$ cat src/rtl/dmem_lsu.sv
// Load/store initiator for the single-port data_mem. Sub-word stores use read-modify-write.
// Optional macro MISALIGN_TRAP_EN: misaligned requests return rsp_err without a memory access.
module dmem_lsu #(
   parameter int unsigned MEM_AW = 10,
   parameter int unsigned RD_LAT = 1
) (
   input  logic              clk,
   input  logic              rst,
   input  logic              req_valid,
   output logic              req_ready,
   input  logic              req_we,
   input  logic [1:0]        req_size,
   input  logic              req_unsigned,
   input  logic [31:0]       req_addr,
   input  logic [31:0]       req_wdata,
   output logic              rsp_valid,
   input  logic              rsp_ready,
   output logic [31:0]       rsp_rdata,
   output logic              rsp_err,
   output logic              mem_ren,
   output logic              mem_wen,
   output logic [MEM_AW-1:0] mem_addr,
   output logic [31:0]       mem_wdata,
   input  logic [31:0]       mem_rdata
);

   localparam int unsigned CntW = (RD_LAT > 1) ? $clog2(RD_LAT) : 1;

   typedef enum logic [2:0] {StIdle, StRd, StWait, StWr, StResp} state_e;

   state_e              state_q, state_d;
   logic [CntW-1:0]     cnt_q;
   logic                we_q;
   logic [1:0]          size_q;
   logic                uns_q;
   logic [1:0]          off_q;
   logic [MEM_AW-1:0]   mem_addr_q;
   logic [31:0]         mem_wdata_q;
   logic [31:0]         rsp_rdata_q;
   logic                accept;
   logic                wait_done;
   logic                req_word;
   logic                trap;
   logic [1:0]          size_norm;
   logic                unused_addr_hi;

   // Upper address bits fall outside data_mem and are deliberately ignored.
   assign unused_addr_hi = ^req_addr[31:MEM_AW];

   assign req_word  = req_size[1];
   assign size_norm = {req_size[1], req_size[0] & ~req_size[1]};
   assign accept    = req_valid && req_ready;
   assign wait_done = (cnt_q == CntW'(RD_LAT - 1));

`ifdef MISALIGN_TRAP_EN
   logic err_q;
   assign trap = ((req_size == 2'b01) && req_addr[0]) ||
                 (req_word && (req_addr[1:0] != 2'b00));
   assign rsp_err = err_q;

   always_ff @(posedge clk) begin
      if (rst) begin
         err_q <= 1'b0;
      end else if (accept) begin
         err_q <= trap;
      end
   end
`else
   assign trap    = 1'b0;
   assign rsp_err = 1'b0;
`endif

   function automatic logic [31:0] extract(input logic [31:0] w, input logic [1:0] sz,
                                           input logic [1:0] off, input logic uns);
      logic [31:0] sh;
      logic [15:0] h;
      sh = w >> {off, 3'b000};
      h  = off[1] ? w[31:16] : w[15:0];
      unique case (sz)
         2'b00:   extract = {{24{sh[7] & ~uns}}, sh[7:0]};
         2'b01:   extract = {{16{h[15] & ~uns}}, h};
         default: extract = w;
      endcase
   endfunction

   function automatic logic [31:0] merge(input logic [31:0] w, input logic [31:0] d,
                                         input logic [1:0] sz, input logic [1:0] off);
      merge = w;
      unique case (sz)
         2'b00: merge[{off, 3'b000} +: 8] = d[7:0];
         2'b01: begin
            if (off[1]) merge[31:16] = d[15:0];
            else        merge[15:0]  = d[15:0];
         end
         default: merge = d;
      endcase
   endfunction

   always_comb begin
      state_d   = state_q;
      req_ready = 1'b0;
      mem_ren   = 1'b0;
      mem_wen   = 1'b0;
      rsp_valid = 1'b0;
      unique case (state_q)
         StIdle: begin
            req_ready = 1'b1;
            if (req_valid) begin
               if (trap)                  state_d = StResp;
               else if (req_we && req_word) state_d = StWr;
               else                       state_d = StRd;
            end
         end
         StRd: begin
            mem_ren = 1'b1;
            state_d = StWait;
         end
         StWait: begin
            if (wait_done) state_d = we_q ? StWr : StResp;
         end
         StWr: begin
            mem_wen = 1'b1;
            state_d = StResp;
         end
         StResp: begin
            rsp_valid = 1'b1;
            if (rsp_ready) state_d = StIdle;
         end
         default: state_d = StIdle;
      endcase
   end

   always_ff @(posedge clk) begin
      if (rst) begin
         state_q     <= StIdle;
         cnt_q       <= '0;
         we_q        <= 1'b0;
         size_q      <= 2'b00;
         uns_q       <= 1'b0;
         off_q       <= 2'b00;
         mem_addr_q  <= '0;
         mem_wdata_q <= '0;
         rsp_rdata_q <= '0;
      end else begin
         state_q <= state_d;
         if (accept) begin
            we_q        <= req_we;
            size_q      <= size_norm;
            uns_q       <= req_unsigned;
            off_q       <= req_addr[1:0];
            mem_addr_q  <= {req_addr[MEM_AW-1:2], 2'b00};
            mem_wdata_q <= req_wdata;
            rsp_rdata_q <= '0;
            cnt_q       <= '0;
         end
         if (state_q == StWait) begin
            cnt_q <= cnt_q + CntW'(1);
            if (wait_done) begin
               if (we_q) mem_wdata_q <= merge(mem_rdata, mem_wdata_q, size_q, off_q);
               else      rsp_rdata_q <= extract(mem_rdata, size_q, off_q, uns_q);
            end
         end
      end
   end

   assign mem_addr  = mem_addr_q;
   assign mem_wdata = mem_wdata_q;
   assign rsp_rdata = rsp_rdata_q;

endmodule

$ cat config.mk
export PLATFORM = sky130hd
export DESIGN_NAME = dmem_lsu
export DESIGN_NICKNAME = d
export VERILOG_FILES = /design/src/rtl/dmem_lsu.sv
export SDC_FILE = /design/constraint.sdc
export NUM_CORES = 1
export LEC_CHECK = 0
export CAP_MARGIN = 20
export CORE_ASPECT_RATIO = 0.7
export CORE_MARGIN = 2
export CORE_UTILIZATION = 39
export CTS_CLUSTER_DIAMETER = 40
export DETAILED_ROUTE_END_ITERATION = 6
export PLACE_DENSITY = 0.86
export SLEW_MARGIN = 5
export SYNTH_ARGS = -nofsm -noshare
export SYNTH_HDL_FRONTEND = slang
export SYNTH_SLANG_ARGS = --single-unit
$ cat constraint.sdc
create_clock -name clk -period 1.9 [get_ports clk]
set_input_delay 0.475 -clock clk [delete_from_list [all_inputs] [get_ports clk]]
set_output_delay 0.475 -clock clk [all_outputs]
set_load 0.03 [all_outputs]
# Word-level counts from Yosys, hierarchy flattened
# Cells that the tools add are included.
# word_totals
regBits,82
inputBits,104
out_inout_bits,79
word_cells,63
# classes
n_addsub,2
eq_ne,10
shift,3
muxes,26
bitwise,5
reduce_logical,7
# ops
operator,count
32-bit two-way mux,8
32-bit case mux with 2 select lines,2
16-bit two-way mux,3
32-bit bitwise mux,1
8-bit by 7-bit variable shift with 32-bit output (first input constant),1
8-bit by 7-bit variable part select with 32-bit output,1
32-bit by 5-bit right shift with 8-bit output,1
3-bit case mux with 5 select lines,1
3-bit two-way mux,4
5-bit negation with 7-bit output,1
3-bit by 2-bit equality test with 1-bit output (second input constant),2
1-bit two-way mux,6
2-bit inequality test (second input constant),3
5-bit by 3-bit inequality test with 1-bit output (second input constant),1
5-bit inequality test (second input constant),1
1-bit AND,3
3-bit by 1-bit equality test with 1-bit output (second input constant),1
3-bit equality test (second input constant),1
3-bit zero test,1
3-bit AND reduction,1
2-bit by 1-bit equality test with 1-bit output (second input constant),1
1-bit logical AND,2
2-bit zero test,1
2-bit two-way mux,1
other kinds (4),5

# Longest topological paths before layout
# depth
word_depth,7
mapped_depth,9
depth_no_buf,7

# Worst setup path before layout
# OpenSTA, ideal clock, no wires.
# synth_path
kind,register to register
from,register state_q[1]
to,"register mem_wdata_q[17], in the netlist mem_wdata[17]"
setup_ns,0.132
t_arrival_ns,2.085
required_ns,1.768
slack_ns,-0.317
stages_incl_launch_ff,8
path_buffers,3
period_less_slack_ns,2.217
cell_sequence,dfxtp_1 > buf_2 > nor3_1 > nand2_1 > buf_2 > buf_1 > o22ai_1 > nor3_1
# synth_via
elab_chain_len,7
elab_cells_between_ends,9
cone_classes,eq/ne (2); mux (5); reduce/logical (2)
# synth_lines
element,line,source
start: declaration,31,"state_e state_q, state_d;"
start signal: assignment,135,state_q <= StIdle;
start signal: assignment,145,state_q <= state_d;
3-bit zero test *,105,unique case (state_q)
1-bit two-way mux *,105,
named net req_ready,10,"output logic req_ready,"
1-bit logical AND *,52,assign accept = req_valid && req_ready;
32-bit two-way mux *,146,if (accept) begin
32-bit two-way mux,159,"if (we_q) mem_wdata_q <= merge(mem_rdata, mem_wdata_q, size_q, off_q);"
32-bit two-way mux,158,if (wait_done) begin
32-bit two-way mux *,156,if (state_q == StWait) begin
end signal: assignment,152,mem_wdata_q <= req_wdata;
end signal: assignment,159,
end: declaration,38,logic [31:0] mem_wdata_q;
# Mark *: on every way through the listed nets, which the timed path passes. The rest lies on a longest branch.
# A chain may end at the register's enable or synchronous reset.

# Worst setup path after layout
# layout_path
from,register off_q[1]
to,"register rsp_rdata_q[12], in the netlist rsp_rdata[12]"
# layout_via
elab_chain_len,6
elab_cells_between_ends,7
cone_classes,shift (1); mux (5); bitwise (1)
# layout_lines
element,line,source
start: declaration,36,logic [1:0] off_q;
start signal: assignment,150,off_q <= req_addr[1:0];
32-bit by 5-bit right shift with 8-bit output,77,"sh = w >> {off, 3'b000};"
1-bit AND,80,"2'b00: extract = {{24{sh[7] & ~uns}}, sh[7:0]};"
32-bit case mux with 2 select lines *,79,unique case (sz)
32-bit two-way mux *,159,
32-bit two-way mux *,158,
32-bit two-way mux *,156,
end signal: assignment,160,"else rsp_rdata_q <= extract(mem_rdata, size_q, off_q, uns_q);"
end: declaration,39,logic [31:0] rsp_rdata_q;
# Mark *: on every way between the ends. The rest lies on a longest branch, timed or not.

==> reports/qor.csv <==
metric,value,unit
area grow syn2layout,54.9,%
"Reg clk slew, reported paths",60,ps
Final TNS setup,0,ps
R2R setup slack,30,ps
DRC violations left,0,
NetSw,1.98,mW
number of flops mapped to enable cells by yosys,0,
Post-Layout Inst Area,6760,µm²
min Tclk post-route,1870,ps
maximum VDD drop,0.505,mV
status,"complete, no violations",
RSZ-0062 raised after global routing,yes,
Fmax,533,MHz
Root Buffer,clkbuf_16,
PortBufs,157,
Synth cell types,54,
CP Launch Type,flop,
Worst Tran Pin Value,523,ps
number of global-route vias before repair,4724,
clock network power share,31.1,%
Setup Skew,6.52,ps
multiplexer area fraction after synthesis,3.61,%
register area share after synthesis,37.6,%
first-pass GRT wire length,24.9,mm
later-pin clock latency in the skew report,340,ps
CP Max Fanout,5,
DRT antenna net count,0,
row count,32,
worst r2r src,off_q[1],
final setup violation count,0,
post-synthesis simple-gate area fraction,19.8,%
Num CTS Buffers,9,
H-Tree Depth,3,
CP required,2130,ps
fin nets,813,
final hold violation count,0,
register bit total from synthesis,82,
io pins,183,
Adder-Cell Fraction of Synth Area,1.43,%
GR Overflow Total,0,
Layout fillers,976,
Die ar.,12100,µm²
Tightest Hold Check Type,reg2reg,
placed instance area,6260,µm²
vias per cell,5.78,
CTS sink cnt,82,
DR vias,4984,
Die X,130,µm
multi-input logic area,2600,µm²
fraction of layout cells with a size suffix above 1,17.3,%
Longest Clk Path Bufs,2,
GRT Overall Usage,26.7,%
leakage power total,2.67,nW
Syn Area/Cell,8.23,µm²
Register Area,1650,µm²
first-pass iteration count of the detailed router,5,
Hold Startpoint,rsp_rdata[5],
pin count of the biggest net entering global routing,34,
Reg power frac,35.1,%
Antenna Cells,0,
Logic pwr share,33.8,%
top_reg_cell synth,dfxtp_1,
Yosys warning count,0,
complex-gate fraction of the synthesized area,31.6,%
maxcap violations,0,
routability congestion estimate from global placement,0.932,
Rel. slew slack,65.0,%
Initial Utilization,39.8,%
Post-Synthesis Cells,530,
initial antenna violation count,0,
XOR/XNOR Fraction of Synth Area,0,%
CTS tree,done,
Post-CTS Hold Buffers,0,
period utilization,98.7,%
post-synthesis async set-or-reset flop share,0,%
placed wire-length estimate,12.4,mm
critical path arrival,2110,ps
"Slew Viols, Final",0,
Die Y,92.5,µm
synthesized cell area,4360,µm²
post-DR wirelength/cell,19.0,µm
CP endpoint kind,flop,
core box area,11000,µm²
Total Wirelength,16.3,mm
first-iteration detailed-routing DRC count,382,
Switching Share,34.0,%
Power Dens Cells,862,nW/µm²
critical path class,reg2reg,
Power Internal,3.85,mW
Crit. Startpoint,off_q[1],
largest family of logic cells by synthesized area,compound AO/OA/AOI/OAI gates,
[power groups by stage]
| stage | Combinational [mW] | Sequential (mW) | Clock [mW] |
|---|---|---|---|
| 2_1_floorplan | 0.770 | 2.36 | 0 |
| 5_1_grt | 2.09 | 2.07 | 1.91 |
| 4_1_cts | 1.92 | 2.05 | 1.84 |
| 3_5_place_dp | 1.89 | 2.08 | 0 |
| 3_3_place_gp | 1.85 | 2.07 | 0 |
| 6_report | 1.97 | 2.05 | 1.81 |
[flip-flops by register name, indices dropped and copies added, names as in the netlist]
name	flops
cnt_q	1
we_q	1
off_q	2
uns_q	1
rsp_rdata	32
size_q	2
mem_addr	8
mem_wdata	32
state_q	3
[routing by layer]
metal,vias up,share of wire (%),track usage (%),wire [µm]
met4,0,2.4,9.57,397
met3,42,9.8,6.87,1600
met2,286,45,41.9,7410
met1,2346,42,35.6,6930
met5,-,0,0,0
li1,2310,-,-,-
[metrics by stage]
step / cells / hold slack [ps] / total power [mW] / util [%] / setup slack [ps]
2_1_floorplan: 532 / 480 / 3.13 / - / 15.5
3_3_place_gp: 841 / 434 / 3.93 / 57.1 / -532
3_5_place_dp: 841 / 436 / 3.97 / 57.1 / -620
4_1_cts: 857 / 443 / 5.80 / 60.6 / 0.209
5_1_grt: 862 / 457 / 6.06 / 61.6 / -57.0
6_report: 862 / 443 / 5.83 / 61.6 / 25.0
[path summary, 6_finish.rpt]
| path | cells past startpoint | endpoint |
|---|---|---|
| worst min-delay path | 2 | rsp_rdata[5] |
| worst max-delay path | 6 | rsp_rdata[12] |
| worst min register to register | 2 | rsp_rdata[5] |
| worst max register to register | 6 | rsp_rdata[12] |
[cell type report]
cell class / count / area share, %
Clock buffer: 12 / 3.79
Multi-Input combinational cell: 394 / 38.5
Inverter: 10 / 0.555
Timing Repair Buffer: 207 / 29.1
Sequential cell: 82 / 24.4
Tap cell: 153 / 2.83
Clock inverter: 4 / 0.833
[what timing repair did]
item / CTS / global route
resized for setup: 25 / 22
endpoints found under the setup margin: 52 / 52
endpoints found under the hold margin: 0 / 0
pin swaps: 4 / 10
setup buffers: 0 / 5
[cells in the final DEF (no fill, tap or decap), types with 7 or more instances in the layout]
cell             synthesis  layout
a21oi_1                 55      55
a221oi_1                21      13
inv_1                   10       8
a221oi_2                 0       8
clkbuf_16                0       9
a22o_1                  16      16
nand2_1                 82      80
nand3_1                  8       8
nor2_1                  36      35
o21ai_0                 11      11
a211oi_1                12      11
o22ai_1                  7       7
dlymetal6s2s_1           0       7
a211oi_2                10      11
buf_4                    3      50
clkdlybuf4s50_1          0     136
nor3_1                  19      18
dfxtp_1                 82      79
mux2i_1                  9       8
dlygate4sd2_1            0       9
a21o_1                   8       8
a31oi_1                 12      12
[critical path, cell delays in order, from the launching register on]
cell and delay (ps):
dfxtp_4 370, buf_6 110, nand2b_4 130, a2111o_1 480, a21oi_2 230, nor3_4 100, a2111oi_2 350
[kinds of logic (layout without fill, tap and decap cells)]
group | after synthesis | in the layout
fa+ha+maj | 5 | 5
flops | 82 | 82
other cells | 1 | 3
simple gates | 182 | 182
buf+inv | 56 | 233
compound gates | 189 | 189
mux | 15 | 15
[cells in the mapped netlist, types with 5 or more instances]
cell	n	area [µm²]
and3_1	5	31.3
ha_1	5	62.6
inv_1	10	37.5
a21oi_1	55	275
clkbuf_1	22	82.6
a31oi_1	12	75.1
nor3_1	19	95.1
o21ai_0	11	55.1
a22o_1	16	140
mux2_2	6	67.6
o22ai_1	7	43.8
o221ai_1	5	43.8
a211oi_1	12	90.1
a211o_1	5	43.8
nand2b_1	5	31.3
a21o_1	8	60.1
mux2i_1	9	90.1
buf_2	16	80.1
a221oi_1	21	184
nor2_1	36	135
a22oi_1	5	37.5
dfxtp_1	82	1640
a211oi_2	10	125
nand2_1	82	308
nand3_1	8	40.0
nor2b_1	5	31.3
No activity file was read; power rests on OpenSTA's default activity.
